File: src/rtl/rrf_alloc_ctrl_pkg.sv
// Shared constants and types for the rename register file allocation controller.
// RRF sizing here is also used by the ARF and the renaming table.
package rrf_alloc_ctrl_pkg;

  localparam int unsigned RRF_ENT_NUM = 64;
  localparam int unsigned RRF_ENT_SEL = 6;

  typedef enum logic {
    RRF_ST_RUN,
    RRF_ST_RECOVER
  } rrf_state_e;

  // Population count of a (slot1, slot2) valid pair, 0..2.
  function automatic logic [1:0] pair_cnt(input logic a, input logic b);
    return {1'b0, a} + {1'b0, b};
  endfunction

endpackage

File: src/rtl/rrf_ptr_inc.sv
// Modulo-RRF_NUM pointer adder for a 0/1/2 increment.
// RRF_NUM is a power of two, so the wrap is plain truncation to RRF_SEL bits.
module rrf_ptr_inc #(
  parameter int unsigned RRF_SEL = 6
) (
  input  logic [RRF_SEL-1:0] ptr,
  input  logic [1:0]         inc,
  output logic [RRF_SEL-1:0] sum
);

  assign sum = ptr + RRF_SEL'(inc);

endmodule

File: src/rtl/rrf_alloc_ctrl.sv
// RRF tag allocator: dual in-order allocation for dispatch, in-order reclaim on commit,
// and a fixed-length recovery window after a pipeline flush.
module rrf_alloc_ctrl
  import rrf_alloc_ctrl_pkg::*;
#(
  parameter int unsigned RRF_NUM     = RRF_ENT_NUM,
  parameter int unsigned RRF_SEL     = RRF_ENT_SEL,
  parameter int unsigned RECOVER_CYC = 2
) (
  input  logic               clk,
  input  logic               rst,
  input  logic               i_dp_req_1,
  input  logic               i_dp_req_2,
  input  logic               i_dp_hold,
  output logic [RRF_SEL-1:0] o_dp_ptr_1,
  output logic [RRF_SEL-1:0] o_dp_ptr_2,
  output logic               o_dp_grant,
  output logic               o_dp_stall,
  input  logic               i_com_vld_1,
  input  logic               i_com_vld_2,
  output logic [RRF_SEL-1:0] o_com_ptr,
  input  logic               i_flush,
  output logic               o_rt_clr,
  output logic [RRF_SEL:0]   o_free_cnt,
  output logic               o_err
);

  localparam int unsigned CntW = (RECOVER_CYC > 1) ? $clog2(RECOVER_CYC) : 1;
  localparam logic [RRF_SEL:0]   FullCnt    = (RRF_SEL + 1)'(RRF_NUM);
  localparam logic [CntW-1:0]    RecoverMax = CntW'(RECOVER_CYC - 1);

  rrf_state_e         state_q, state_d;
  logic [CntW-1:0]    cnt_q, cnt_d;
  logic [RRF_SEL-1:0] alloc_ptr_q, alloc_ptr_d;
  logic [RRF_SEL-1:0] com_ptr_q, com_ptr_d;
  logic [RRF_SEL:0]   free_cnt_q, free_cnt_d;
  logic               err_q, err_d;
  logic               rt_clr_q;

  logic [1:0]         need, ncom;
  logic [RRF_SEL-1:0] alloc_ptr_inc, com_ptr_inc, ptr_2;
  logic [RRF_SEL:0]   in_use;
  logic [RRF_SEL+1:0] free_sum;
  logic               over_commit, grant;

  assign need = pair_cnt(i_dp_req_1, i_dp_req_2);
  assign ncom = pair_cnt(i_com_vld_1, i_com_vld_2);

  rrf_ptr_inc #(.RRF_SEL(RRF_SEL)) u_alloc_inc (
    .ptr (alloc_ptr_q),
    .inc (need),
    .sum (alloc_ptr_inc)
  );

  rrf_ptr_inc #(.RRF_SEL(RRF_SEL)) u_com_inc (
    .ptr (com_ptr_q),
    .inc (ncom),
    .sum (com_ptr_inc)
  );

  rrf_ptr_inc #(.RRF_SEL(RRF_SEL)) u_slot2_inc (
    .ptr (alloc_ptr_q),
    .inc (2'd1),
    .sum (ptr_2)
  );

  // Registered free count only: a same-cycle commit does not relieve a stall.
  assign o_dp_stall = (state_q == RRF_ST_RECOVER) | i_dp_hold
                    | ((RRF_SEL + 1)'(need) > free_cnt_q);
  assign o_dp_grant = (need != 2'd0) & ~o_dp_stall & ~i_flush;
  assign grant      = o_dp_grant;

  assign in_use      = FullCnt - free_cnt_q;
  assign over_commit = (RRF_SEL + 1)'(ncom) > in_use;
  assign free_sum    = {1'b0, free_cnt_q} + (RRF_SEL + 2)'(ncom)
                     - (grant ? (RRF_SEL + 2)'(need) : '0);

  always_comb begin
    alloc_ptr_d = alloc_ptr_q;
    com_ptr_d   = com_ptr_inc;
    free_cnt_d  = free_sum[RRF_SEL:0];
    err_d       = err_q | over_commit | (i_dp_req_2 & ~i_dp_req_1)
                | (i_com_vld_2 & ~i_com_vld_1);
    if (i_flush) begin
      // Commits in the flush cycle land first; everything younger is squashed.
      alloc_ptr_d = com_ptr_inc;
      free_cnt_d  = FullCnt;
    end else begin
      if (grant) alloc_ptr_d = alloc_ptr_inc;
      if (over_commit) free_cnt_d = FullCnt;
    end
  end

  always_comb begin
    state_d = state_q;
    cnt_d   = cnt_q;
    if (i_flush) begin
      state_d = RRF_ST_RECOVER;
      cnt_d   = RecoverMax;
    end else begin
      unique case (state_q)
        RRF_ST_RUN: ;
        RRF_ST_RECOVER: begin
          if (cnt_q == '0) state_d = RRF_ST_RUN;
          else             cnt_d   = cnt_q - 1'b1;
        end
        default: state_d = RRF_ST_RUN;
      endcase
    end
  end

  always_ff @(posedge clk) begin
    if (rst) begin
      state_q     <= RRF_ST_RUN;
      cnt_q       <= '0;
      alloc_ptr_q <= '0;
      com_ptr_q   <= '0;
      free_cnt_q  <= FullCnt;
      err_q       <= 1'b0;
      rt_clr_q    <= 1'b0;
    end else begin
      state_q     <= state_d;
      cnt_q       <= cnt_d;
      alloc_ptr_q <= alloc_ptr_d;
      com_ptr_q   <= com_ptr_d;
      free_cnt_q  <= free_cnt_d;
      err_q       <= err_d;
      rt_clr_q    <= i_flush;
    end
  end

  assign o_dp_ptr_1 = alloc_ptr_q;
  assign o_dp_ptr_2 = ptr_2;
  assign o_com_ptr  = com_ptr_q;
  assign o_free_cnt = free_cnt_q;
  assign o_err      = err_q;
  assign o_rt_clr   = rt_clr_q;

endmodule

File: config.mk
export PLATFORM = sky130hd
export DESIGN_NAME = rrf_alloc_ctrl
export DESIGN_NICKNAME = d
export VERILOG_FILES = /design/src/rtl/rrf_alloc_ctrl_pkg.sv /design/src/rtl/rrf_ptr_inc.sv /design/src/rtl/rrf_alloc_ctrl.sv
export SDC_FILE = /design/constraint.sdc
export NUM_CORES = 1
export LEC_CHECK = 0
export ABC_AREA = 0
export BUFFER_PORTS_ARGS = -buffer_cell sky130_fd_sc_hd__buf_2
export CORE_UTILIZATION = 50
export CTS_BUF_LIST = sky130_fd_sc_hd__clkbuf_4
export CTS_CLUSTER_SIZE = 40
export DETAILED_ROUTE_END_ITERATION = 8
export PLACE_DENSITY = 0.75
export SYNTH_ARGS = -nofsm -noshare
export SYNTH_HDL_FRONTEND = slang
export SYNTH_HIERARCHICAL = 1
export SYNTH_SLANG_ARGS = --single-unit
File: constraint.sdc
create_clock -name clk -period 4.2 [get_ports clk]
set_input_delay 0.21 -clock clk [delete_from_list [all_inputs] [get_ports clk]]
set_output_delay 0.21 -clock clk [all_outputs]
set_load 0.02 [all_outputs]
==> flow_summary_export.csv <==
group,metric,value,unit
outcome,outcome,"complete, no violations",
sta,post-route-period-util,79.62,%
clock_tree,clock_sinks,23,
run,drv_cap,0,
sta,setup_viol_count_final,0,
placement,place_congestion,0.8169,
power_and_ir_drop,max-vdd-ir-drop,0.2957,mV
clock_tree,clk_pin_slew,0.13,ns
placement,port_buffers,36,
detailed_routing,vias,1467,
detailed_routing,drt_iter0_drc,50,
detailed_routing,via_per_inst,5.147,
sta,period_needed,3.344,ns
grt,grt_first_pass_wirelength,5996,um
floorplan,die_w,62.22,um
worst_setup_path,max_stage_delay,0.48,ns
placement,placed_cells,281,
floorplan,rows,21,
worst_setup_path,path_buf_inv,2,
sta,max_slew_margin,62.16,%
grt,overflow,0,
floorplan,dieArea,3871,um^2
worst_setup_path,path_max_fanout,9,
grt,grt_usage,19.75,%
detailed_routing,firstDrtPassIters,4,
sta,fmax,299.0,MHz
finish,num_antenna_cells,0,
detailed_routing,drt_wl_total,3432,um
floorplan,fp.coreArea,3416,um^2
clock_tree,clk_latency,0.32,ns
finish,drive_gt1_share,20.92,%
worst_setup_path,cp_top_family,"adder cells",
yosys,synth_area,1813,um^2
worst_setup_path,end_kind,"register",
yosys,seq_area_frac_synth,25.40,%
yosys,yosysTopAreaCellShare,25.40,%
yosys,synthTopCellsByCount,"ha_1 (27), dfxtp_1 (23), inv_1 (23)",
yosys,postSynth.asyncResetShare,0,%
sta,skew,0.01046,ns
yosys,synth-seq-cells,23,
floorplan,pin_count,37,
yosys,synth_most_common_cell,"ha_1",
clock_tree,tritoncts,"built",
sta,grt_setup_unrepaired,"false",
worst_setup_path,cp_slowest_cell,"dfxtp_1",
detailed_routing,wire_per_inst,12.04,um
grt,antenna_found_initial,0,
finish,final_net_count,280,
yosys,avgSynthCellArea,8.975,um^2
sta,worst_pin_slew,0.5615,ns
finish,layout.cells.non_filler,285,
clock_tree,clk_path_buf_depth,2,
worst_setup_path,crit_type,"register to register",
clock_tree,cts_resized,0,
detailed_routing,drc,0,
detailed_routing,wl_met2,1520,um
yosys,synth_top_cell_by_area,"dfxtp_1",
power_and_ir_drop,p_leak,1.059,nW
worst_setup_path,path_cells,"inv_1 > ha_1 > nand4_1 > nor2_1 > o311a_1 > and2_1 > fa_1 > inv_1 > fa_1 > a21oi_1 > o31ai_1 > mux2i_1 > a21o_1",
clock_tree,cts_hold_buf,0,
finish,syn_to_final_growth,13.87,%
clock_tree,htreeDepth,1,
yosys,syn_inst,202,
power_and_ir_drop,power,0.9411,mW
yosys,synth_edf_count,0,
min_path,min_path_type,"input port to register",
yosys,synth.area.top_cells,"dfxtp_1 (25%), ha_1 (19%), xnor2_1 (5.8%)",
detailed_routing,top_layer_used,"met4",
power_and_ir_drop,p_per_area,455.8,nW/um^2
sta,slew_viol_final,0,
detailed_routing,ant_nets,0,
yosys,synth_ff_type,"dfxtp_1",
clock_tree,post_cts.repair.setup_buffers,0,
placement,dpl.hpwl,2749,um
detailed_routing,wl_met1,1712,um
grt,grt_max_degree,24,
worst_setup_path,crit_required,4.44,ns
yosys,yosys_warnings,6,
clock_tree,cts-root-buf,"clkbuf_4",
worst_setup_path,arrival,3.58,ns
finish,num-fill-cells,323,
sta,timing.setup.tns,0,ns
clock_tree,cts_made_buffers,3,
floorplan,fp.dieH,62.22,um
worst_setup_path,critPathLaunchType,"register",
yosys,synth_cell_types,36,
detailed_routing,wl_met3,124,um
floorplan,initial_core_util,53.08,%
sta,finalHoldViolCount,0,
grt,grt_pass1_vias,1361,
[per-stage QoR]
step	hold WS, ns	worst slack [ns]	util [%]	cell area, um^2
global route	0.2899	0.5950	60.44	2064
finish	0.2715	0.8560	60.44	2064
detailed placement	0.4872	0.7513	59.63	2037
floorplan	0.4506	0.8988	-	1817
CTS	0.2664	0.8494	60.44	2064
global placement	0.4730	0.8219	59.63	2037
[where the power goes]
part / internal (mW) / leakage, nW / total (mW) / switching [mW]
Combinational: 0.236 / 0.853 / 0.541 / 0.305
Sequential: 0.251 / 0.189 / 0.294 / 0.0426
Clock: 0.0357 / 0.0177 / 0.106 / 0.0704
Total: 0.523 / 1.06 / 0.941 / 0.418
[cell usage in the layout, fill, tap and decap left out, types with 4 or more instances in the layout]
| cell type | instances |
|---|---|
| ha_1 | 27 |
| nand4_1 | 4 |
| a21oi_1 | 7 |
| inv_1 | 23 |
| xnor2_1 | 12 |
| a21o_1 | 4 |
| xor2_1 | 6 |
| buf_2 | 36 |
| dfxtp_1 | 23 |
| nor2_1 | 17 |
| fa_1 | 5 |
| mux2_2 | 7 |
| nand2_1 | 7 |
| mux2i_1 | 7 |
| nand3_1 | 4 |
| nor2b_1 | 15 |
[metal layers]
metal / up-vias / GRT usage [%]
li1: 750 / -
met1: 673 / 26.43
met2: 37 / 31.87
met3: 7 / 2.206
met4: 0 / 9.012
met5: - / 0
[worst paths after layout]
check / start / end / slack [ns] / cells past startpoint
hold / removal: i_flush / o_rt_clr / 0.27 / 2
setup / recovery: o_free_cnt[2] / o_free_cnt[6] / 0.86 / 13
setup reg to reg: o_free_cnt[2] / o_free_cnt[6] / 0.86 / 13
hold reg to reg: cnt_q / state_q / 0.52 / 2
[kinds of logic (layout without fill, tap and decap cells)]
group / Yosys count / after routing / share of synthesized area (%)
buffers and inverters: 27 / 63 / 5.728
muxes: 14 / 14 / 8.213
AOI/OAI and AO/OA: 24 / 24 / 9.248
DFF: 23 / 23 / 25.40
adders and majority gates: 32 / 32 / 24.15
xor gates and xnor gates: 18 / 18 / 8.696
other: 2 / 3 / 0.4142
and+or+nand+nor: 62 / 62 / 18.15
[registers in the layout, summed over array words and instances, names as in the netlist]
name and cells:
cnt_q 1, o_com_ptr 6, o_dp_ptr_1 6, o_err 1, o_free_cnt 7, o_rt_clr 1
state_q 1
[cell type report]
type                            instances  area (um^2)  area share [%]
Multi-Input combinational cell        153         1252           60.67
Sequential cell                        23        460.4           22.30
Timing Repair Buffer                   36        180.2           8.727
Inverter                               23        86.33           4.182
Tap cell                               46        57.56           2.788
Clock buffer                            3        22.52           1.091
Clock inverter                          1        5.005          0.2424
No activity file was read; power rests on OpenSTA's default activity.
